$ cat src/rtl/proc_pkg.sv
// Shared constants for the 16-bit processor pipeline.
// Build option DECODE_BYPASS_EN enables wb-to-decode forwarding.
package proc_pkg;

    localparam int DATA_W   = 16;
    localparam int NUM_REGS = 16;
    localparam int REG_AW   = 4;

    localparam logic [3:0] OP_NOP = 4'h0;
    localparam logic [3:0] OP_LI  = 4'h1;
    localparam logic [3:0] OP_ADD = 4'h2;
    localparam logic [3:0] OP_SUB = 4'h3;

    localparam logic [3:0] ALU_ADD = 4'b0010;
    localparam logic [3:0] ALU_SUB = 4'b0011;

    localparam int OP_HI  = 15;
    localparam int OP_LO  = 12;
    localparam int RD_HI  = 11;
    localparam int RD_LO  = 8;
    localparam int RS_HI  = 7;
    localparam int RS_LO  = 4;
    localparam int RT_HI  = 3;
    localparam int RT_LO  = 0;
    localparam int IMM_HI = 7;
    localparam int IMM_LO = 0;

    typedef struct packed {
        logic [3:0]        opcode;
        logic [DATA_W-1:0] a;
        logic [DATA_W-1:0] b;
        logic [REG_AW-1:0] dest;
    } id_ex_t;

    function automatic logic [DATA_W-1:0] sext8(input logic [7:0] v);
        return {{(DATA_W-8){v[7]}}, v};
    endfunction

endpackage

$ cat src/rtl/regfile.sv
// Register file: two async read ports, one sync write port, R0 is zero.
// With DECODE_BYPASS_EN a read of the register being written returns wb data.
module regfile
    import proc_pkg::*;
(
    input  logic              clk,
    input  logic              rst_n,
    input  logic [REG_AW-1:0] ra1,
    input  logic [REG_AW-1:0] ra2,
    output logic [DATA_W-1:0] rd1,
    output logic [DATA_W-1:0] rd2,
    input  logic              we,
    input  logic [REG_AW-1:0] wa,
    input  logic [DATA_W-1:0] wd
);

    logic [DATA_W-1:0] mem [NUM_REGS];

    // Write port; R0 is never written so it stays zero
    always_ff @(posedge clk or negedge rst_n) begin
        if (!rst_n) begin
            for (int i = 0; i < NUM_REGS; i++) begin
                mem[i] <= '0;
            end
        end else if (we && wa != '0) begin
            mem[wa] <= wd;
        end
    end

    // Read port 1
    always_comb begin
        rd1 = (ra1 == '0) ? '0 : mem[ra1];
`ifdef DECODE_BYPASS_EN
        if (we && wa != '0 && wa == ra1) rd1 = wd;
`endif
    end

    // Read port 2
    always_comb begin
        rd2 = (ra2 == '0) ? '0 : mem[ra2];
`ifdef DECODE_BYPASS_EN
        if (we && wa != '0 && wa == ra2) rd2 = wd;
`endif
    end

endmodule

$ cat src/rtl/decode_stage.sv
// Decode stage: field decode, scoreboard, hazard stall, ALU output register.
// Build option DECODE_BYPASS_EN lets a same-cycle writeback resolve a hazard.
module decode_stage
    import proc_pkg::*;
(
    input  logic              clk,
    input  logic              rst_n,
    input  logic [15:0]       instr,
    input  logic              in_valid,
    output logic              in_ready,
    output logic [3:0]        alu_opcode,
    output logic [DATA_W-1:0] alu_a,
    output logic [DATA_W-1:0] alu_b,
    output logic [REG_AW-1:0] dest,
    output logic              out_valid,
    input  logic              out_ready,
    output logic              illegal,
    input  logic              wb_en,
    input  logic [REG_AW-1:0] wb_addr,
    input  logic [DATA_W-1:0] wb_data
);

    logic [3:0]          op;
    logic [REG_AW-1:0]   rd, rs, rt;
    logic [7:0]          imm;
    logic                is_li, is_add, is_sub, is_bad;
    logic                accept, issue, hazard;
    logic [DATA_W-1:0]   rdata1, rdata2;
    logic [NUM_REGS-1:0] pend, pend_src, pend_nxt;
    logic [NUM_REGS-1:0] wb_clr, set_mask;
    id_ex_t              nxt, out_q;

    localparam logic [NUM_REGS-1:0] ONE = {{(NUM_REGS-1){1'b0}}, 1'b1};

    assign op  = instr[OP_HI:OP_LO];
    assign rd  = instr[RD_HI:RD_LO];
    assign rs  = instr[RS_HI:RS_LO];
    assign rt  = instr[RT_HI:RT_LO];
    assign imm = instr[IMM_HI:IMM_LO];

    regfile u_rf (
        .clk   (clk),
        .rst_n (rst_n),
        .ra1   (rs),
        .ra2   (rt),
        .rd1   (rdata1),
        .rd2   (rdata2),
        .we    (wb_en),
        .wa    (wb_addr),
        .wd    (wb_data)
    );

    // Opcode class decode; NOP is consumed without side effects
    always_comb begin
        is_li  = 1'b0;
        is_add = 1'b0;
        is_sub = 1'b0;
        is_bad = 1'b0;
        unique case (1'b1)
            (op == OP_NOP): ;
            (op == OP_LI):  is_li  = 1'b1;
            (op == OP_ADD): is_add = 1'b1;
            (op == OP_SUB): is_sub = 1'b1;
            default:        is_bad = 1'b1;
        endcase
    end

    assign wb_clr = wb_en ? (ONE << wb_addr) : '0;

`ifdef DECODE_BYPASS_EN
    assign pend_src = pend & ~wb_clr;
`else
    assign pend_src = pend;
`endif

    // Source hazard for register-reading ops; R0 never blocks
    always_comb begin
        hazard = 1'b0;
        if (in_valid && (is_add || is_sub)) begin
            hazard = ((rs != '0) && pend_src[rs]) ||
                     ((rt != '0) && pend_src[rt]);
        end
    end

    assign in_ready = (!out_valid || out_ready) && !hazard;
    assign accept   = in_valid && in_ready;
    assign issue    = accept && (is_li || is_add || is_sub);

    // Next ALU bundle and scoreboard update (set beats clear)
    always_comb begin
        nxt.opcode = is_sub ? ALU_SUB : ALU_ADD;
        nxt.a      = is_li ? '0 : rdata1;
        nxt.b      = is_li ? sext8(imm) : rdata2;
        nxt.dest   = rd;
        set_mask   = (issue && rd != '0) ? (ONE << rd) : '0;
        pend_nxt   = ((pend & ~wb_clr) | set_mask) & ~ONE;
    end

    // Output register, illegal pulse and scoreboard state
    always_ff @(posedge clk or negedge rst_n) begin
        if (!rst_n) begin
            out_q     <= '0;
            out_valid <= 1'b0;
            illegal   <= 1'b0;
            pend      <= '0;
        end else begin
            pend    <= pend_nxt;
            illegal <= accept && is_bad;
            if (issue) begin
                out_q     <= nxt;
                out_valid <= 1'b1;
            end else if (out_ready) begin
                out_valid <= 1'b0;
            end
        end
    end

    assign alu_opcode = out_q.opcode;
    assign alu_a      = out_q.a;
    assign alu_b      = out_q.b;
    assign dest       = out_q.dest;

endmodule

$ cat config.mk
export PLATFORM = sky130hd
export DESIGN_NAME = decode_stage
export DESIGN_NICKNAME = d
export VERILOG_FILES = /design/src/rtl/proc_pkg.sv /design/src/rtl/regfile.sv /design/src/rtl/decode_stage.sv
export SDC_FILE = /design/constraint.sdc
export NUM_CORES = 1
export LEC_CHECK = 0
export BUFFER_PORTS_ARGS = -buffer_cell sky130_fd_sc_hd__buf_4
export CAP_MARGIN = 10
export CORE_AREA = 2 2 167 169
export CTS_CLUSTER_DIAMETER = 120
export DETAILED_ROUTE_END_ITERATION = 8
export DIE_AREA = 0 0 169 171
export GPL_ROUTABILITY_DRIVEN = 0
export PLACE_DENSITY = 0.85
export SETUP_SLACK_MARGIN = 0.15
export SYNTH_ARGS = -nofsm -noshare
export SYNTH_HDL_FRONTEND = slang
export SYNTH_SLANG_ARGS = --single-unit
$ cat constraint.sdc
create_clock -name clk -period 3.5 [get_ports clk]
set_clock_uncertainty 0.15 [all_clocks]
set_input_delay 0.525 -clock clk [delete_from_list [all_inputs] [get_ports clk]]
set_output_delay 0.525 -clock clk [all_outputs]
set_load 0.005 [all_outputs]
==> results of run 1 <==
## cell type report
type | instances | area [um^2]
flip-flops and latches | 311 | 7782
well taps | 346 | 432.9
inverters | 14 | 52.55
diodes | 1 | 2.502
fillers | 1842 | 9253
repair buffers | 134 | 1095
clock inverters | 13 | 153.9
multi-input cells | 623 | 7682
clock buffers | 40 | 869.6
## cell usage after synthesis (3+ instances only)
master	instances	area [um^2]
o32ai_1	3	26.28
o211ai_1	8	60.06
a32o_1	9	90.09
nor2_1	18	67.56
buf_1	15	56.30
mux2_2	263	2962
nand3b_1	6	45.04
and2_1	4	25.02
a21oi_1	9	45.04
or3_1	3	18.77
a31oi_1	5	31.28
mux4_2	142	3198
a22oi_1	4	30.03
mux2i_1	28	280.3
nor2b_1	8	50.05
nand2b_1	7	43.79
clkbuf_1	70	262.8
buf_2	18	90.09
a22o_1	17	148.9
o21ai_0	15	75.07
nand2_1	27	101.4
inv_1	14	52.55
o22ai_1	11	68.82
dfrtp_1	311	7782
nand3_1	5	25.02
nor3b_1	3	22.52
buf_4	4	30.03
## flip-flops by register name, summed over array words and instances, names as in the netlist
register,count
pend,15
out_valid,1
illegal,1
alu_opcode,2
dest,4
u_rf.mem,256
alu_b,16
alu_a,16
## worst max-delay path, delay by kind of cell (launching register included)
kind	cells	cell delay, ns
AOI/OAI and AO/OA	2	0.57
and+or+nand+nor	1	0.57
DFF	1	0.42
buffers and inverters	2	0.27
muxes	1	0.14
## repair_timing
action / in CTS / in global routing
gates resized for setup: 0 / 1
endpoints found under the setup margin: 0 / 1
setup buffers: 0 / 2
hold endpoints to repair: 75 / 0
hold buffers: 1 / 0
## final timing paths
path | startpoint | endpoint | slack (ns) | cells after the start
max | pend[8] | in_ready | 0.30 | 6
min | instr[9] | pend[8] | 0.07 | 2
max reg2reg | pend[8] | alu_a[8] | 0.62 | 9
min reg2reg | u_rf.mem[246] | u_rf.mem[246] | 0.23 | 0
max in group asynchronous | rst_n | u_rf.mem[217] | 1.88 | 3
min in group asynchronous | rst_n | u_rf.mem[132] | 0.39 | 2
## layer usage
metal	vias up	track usage	wire length [um]
met4	0	0.1631	2074
met5	-	0	0
met3	170	0.06153	3750
met2	583	0.4841	20680
li1	4167	-	-
met1	5565	0.4022	16470
## through the flow
step                setup WS [ns]  std cells
floorplan                  0.5104       1057
global placement           0.3491       1425
detailed placement         0.3011       1425
CTS                        0.1723       1479
global route               0.1985       1481
finish                     0.2953       1482
## logic make-up (layout without fill, tap and decap cells)
group | Yosys count | in the layout | share of synthesized area
other | 1 | 3 | 0.0002352
buffers and inverters | 123 | 201 | 0.03225
AND/OR/NAND/NOR | 94 | 94 | 0.03155
flip-flops | 311 | 311 | 0.4881
multiplexers | 433 | 433 | 0.4039
AO/OA/AOI/OAI | 94 | 94 | 0.04395
## power breakdown
part / internal, mW / total, mW / switching, mW / leakage, nW
Combinational: 1.54 / 2.44 / 0.896 / 3.30
Sequential: 4.40 / 5.05 / 0.656 / 3.87
Clock: 1.96 / 3.36 / 1.40 / 0.507
Total: 7.90 / 10.9 / 2.95 / 7.67
==> flow_metrics.env, run 1 <==
export IMPL_period_share=0.9156
export IMPL_fp_row_count=61
export IMPL_utilization=0.6614
export IMPL_async_flop_share=1.000
export IMPL_setup_violations=0
export IMPL_final_nets=1155
export IMPL_dpl_instance_area_um2=17020
export IMPL_fin_crit_ns=3.205
export IMPL_cts_buffer_depth=3
export IMPL_powerDensity_nw_per_um2=600.6
export IMPL_die_area_um2=28900
export IMPL_yosys_most_used_dff="dfrtp_1"
export IMPL_holdWs_ns=0.06777
export IMPL_syn_avg_cell_area_um2=15.10
export IMPL_layout_drive_gt1_share=0.5330
export IMPL_dpl_hpwl_um=26440
export IMPL_gr_usage_all_layers=0.3048
export IMPL_synth_edff_count=0
export IMPL_clk_pin_slew_ns=0.06
export IMPL_final_cell_mix="311 x dfrtp_1, 263 x mux2_2, 142 x mux4_2"
export IMPL_cap_violations=0
export IMPL_cts_sinks=311
export IMPL_worst_pin_slew_ns=0.8158
export IMPL_grt_overflow_total=0
export IMPL_layout_commonest_cell="dfrtp_1"
export IMPL_ys_seq_area_frac=0.4881
export IMPL_yosysUniqueCellTypes=49
export IMPL_finalMaxSlewViolations=0
export IMPL_die_height_um=171
export IMPL_p_leak_nw=7.675
export IMPL_maxSlewHeadroom=0.4561
export IMPL_avgViaCountPerCell=7.075
export IMPL_finalPower_mw=10.85
export IMPL_synth_cell_area_um2=15940
export IMPL_grt_pass1_vias=11140
export IMPL_first_pass_iters=5
export IMPL_crit_fanout=4
export IMPL_root_buffer="clkbuf_16"
export IMPL_htreeDepth=1
export IMPL_clkLatencyLatePin_ns=0.57
export IMPL_syn2layout_area_growth_pct=13.34
export IMPL_syn_inst=1056
export IMPL_final_area_um2=18070
export IMPL_drtAntennaViolNets=0
export IMPL_critPathKind="register to output pin"
export IMPL_wl_per_cell_um=29.00
export IMPL_crit_path_end_kind="output pin"
export IMPL_max_stage_delay_ns=0.57
export IMPL_startpoint_type="register"
export IMPL_drt_total_wl_um=42970
export IMPL_core_area_um2=27320
export IMPL_cp_arrival_ns=2.53
export IMPL_portBuffers=81
export IMPL_cpMaxStageDelayCell="or4_4"
export IMPL_hp_class="input pin to register"
export IMPL_rsz0062_at_grt="false"
export IMPL_drc_errors=0
export IMPL_setup_tns_ns=0
export IMPL_status="finished, final reports clean"
export IMPL_yosys_warnings=0
export IMPL_ir_drop_mv=0.4351
export IMPL_antenna_found_initial=1
export IMPL_grt_start_max_net_pins=82
export IMPL_initial_core_util=0.5835
export IMPL_cts_buffers=30
export IMPL_cp_required_ns=2.82
export IMPL_timing_fmax_mhz=312.0
export IMPL_cts_tree="yes"
export IMPL_ys_ff_latch=311
export IMPL_grt_pass1_wl_um=66350
export IMPL_ios=84
export IMPL_drtIter0Drc=1031
export IMPL_crit_chain="mux2i_1 > o32ai_1 > or4_4 > a2111oi_4 > buf_6 > buf_4"
export IMPL_hold_violations=0
export IMPL_vias=10490
export IMPL_die_w_um=169
Power figures use the tool's default switching activity.
==> inputs of run 2 (changes only) <==
--- a/config.mk
+++ b/config.mk
@@ -7,13 +7,15 @@
 export LEC_CHECK = 0
 export BUFFER_PORTS_ARGS = -buffer_cell sky130_fd_sc_hd__buf_4
 export CAP_MARGIN = 10
-export CORE_AREA = 2 2 167 169
+export CORE_AREA = 2 2 182 184
+export CTS_BUF_LIST = sky130_fd_sc_hd__clkbuf_8
 export CTS_CLUSTER_DIAMETER = 120
 export DETAILED_ROUTE_END_ITERATION = 8
-export DIE_AREA = 0 0 169 171
+export DIE_AREA = 0 0 184 186
 export GPL_ROUTABILITY_DRIVEN = 0
-export PLACE_DENSITY = 0.85
+export PLACE_DENSITY = 0.75
 export SETUP_SLACK_MARGIN = 0.15
 export SYNTH_ARGS = -nofsm -noshare
 export SYNTH_HDL_FRONTEND = slang
 export SYNTH_SLANG_ARGS = --single-unit
+export TNS_END_PERCENT = 1
==> run 2 against run 1 <==
Net effect:
- cell area rose by 0.12%
- power fell by 3.3%
- via count fell by 2.7%
- setup slack got worse by 0.055 ns
- clock power fell by 7.7%
- sequential power fell by 0.8%
- critical endpoint unchanged
- largest power group unchanged
==> flow_metrics.env, run 2 (synthesis gave the netlist of run 1 again) <==
export IMPL_status="finished, final reports clean"
export IMPL_num_antenna_cells=0
export IMPL_portBuffers=81
export IMPL_first_pass_iters=5
export IMPL_drtAntennaViolNets=0
export IMPL_numPlacedInstances=1481
export IMPL_largest_reg_flops=256
export IMPL_final_setup_worst_slack_ns=0.2403
export IMPL_fillers=2516
export IMPL_final_nets=1169
export IMPL_grt_pass1_vias=10720
export IMPL_final_cells=1570
export IMPL_ios=84
export IMPL_drc_errors=0
export IMPL_crit_path_end_kind="output pin"
export IMPL_layout_drive_gt1_share=0.5336
export IMPL_regArea_um2=7782
export IMPL_worst_pin_slew_ns=0.8874
export IMPL_antenna_found_initial=1
export IMPL_r2r_slack_ns=0.55
export IMPL_root_buffer="clkbuf_8"
export IMPL_layout_commonest_cell="dfrtp_1"
export IMPL_startpoint_type="register"
export IMPL_period_share=0.9313
export IMPL_cts_sinks=311
export IMPL_gr_usage_all_layers=0.2510
export IMPL_cp_required_ns=2.82
export IMPL_rsz0062_at_grt="false"
export IMPL_powerDensity_nw_per_um2=580.0
export IMPL_initial_core_util=0.4951
export IMPL_cap_violations=0
export IMPL_timing_fmax_mhz=306.8
export IMPL_cts_buffer_depth=3
export IMPL_hp_class="input pin to register"
export IMPL_syn2layout_area_growth_pct=13.48
export IMPL_die_height_um=186
export IMPL_vias=10200
export IMPL_fin_crit_ns=3.260
export IMPL_regMostFlops="u_rf.mem"
export IMPL_drt_total_wl_um=41650
export IMPL_clk_pin_slew_ns=0.06
export IMPL_place_ws_ns=0.1326
export IMPL_htreeDepth=2
export IMPL_crit_fanout=3
export IMPL_grt_start_max_net_pins=90
export IMPL_drtIter0Drc=960
export IMPL_cts_buffers=50
export IMPL_clkLatencyLatePin_ns=0.57
export IMPL_wl_per_cell_um=26.53
export IMPL_multiInputGateArea_um2=7685
export IMPL_die_area_um2=34220
export IMPL_core_area_um2=32210
export IMPL_cts_tree="yes"
export IMPL_postCtsResizedCells=0
export IMPL_grt_overflow_total=0
export IMPL_die_w_um=184
export IMPL_cp_arrival_ns=2.58
export IMPL_critPathKind="register to output pin"
export IMPL_setup_violations=0
export IMPL_ir_drop_mv=0.2528
export IMPL_final_cell_mix="311 x dfrtp_1, 263 x mux2_2, 142 x mux4_2"
export IMPL_fp_row_count=66
export IMPL_hold_violations=0
export IMPL_avgViaCountPerCell=6.497
export IMPL_p_leak_nw=7.711
export IMPL_grt_pass1_wl_um=64250
export IMPL_finalPower_mw=10.49
export IMPL_dpl_hpwl_um=24910
export IMPL_setup_tns_ns=0
export IMPL_utilization=0.5618
export IMPL_finalMaxSlewViolations=0
export IMPL_maxSlewHeadroom=0.4084
## run 2: worst paths after layout
| check | from | end | cells after the start |
|---|---|---|---|
| max in group asynchronous | rst_n | u_rf.mem[157] | 3 |
| setup reg to reg | pend[13] | alu_b[3] | 9 |
| hold reg to reg | u_rf.mem[246] | u_rf.mem[246] | 0 |
| setup / recovery | pend[13] | in_ready | 7 |
| min in group asynchronous | rst_n | u_rf.mem[117] | 2 |
| hold / removal | instr[9] | pend[8] | 2 |
## run 2: layer usage
metal	track usage	wire length, um	up-vias
met3	0.04383	2918	124
met1	0.3423	17090	5412
met2	0.4063	20140	460
li1	-	-	4203
met5	0	9	-
met4	0.09600	1498	2
## run 2: where the power goes
part	switching, mW	internal, mW	total (mW)
clock	1.42	1.68	3.10
sequential	0.607	4.40	5.01
combinational	0.847	1.54	2.39
total	2.87	7.62	10.5
## run 2: area by class of cell
type,instances,area share
Timing Repair Buffer,128,0.05919
Clock buffer,63,0.04792
Tap cell,408,0.02821
Multi-Input combinational cell,623,0.4247
Inverter,14,0.002904
Clock inverter,23,0.006915
Sequential cell,311,0.4301
## run 2: timing repair
action / in CTS / in global routing
hold buffers: 1 / 0
buffers inserted: 2 / 0
endpoints found under the hold margin: 83 / 0
endpoints found under the setup margin: 1 / 0
## run 2: through the flow
stage | cell area, um^2 | hold WS (ns)
floorplan | 15950 | 0.07941
global placement | 17080 | 0.2140
detailed placement | 17080 | 0.2146
CTS | 18090 | 0.05277
global route | 18090 | 0.06785
finish | 18090 | 0.07348
## run 2: critical path, stage by stage (launching register included)
cell	delay (ns)
dfrtp_1	0.44
mux2i_1	0.15
o32ai_1	0.10
or4_4	0.57
a2111oi_4	0.31
buf_4	0.21
buf_4	0.14
buf_4	0.10
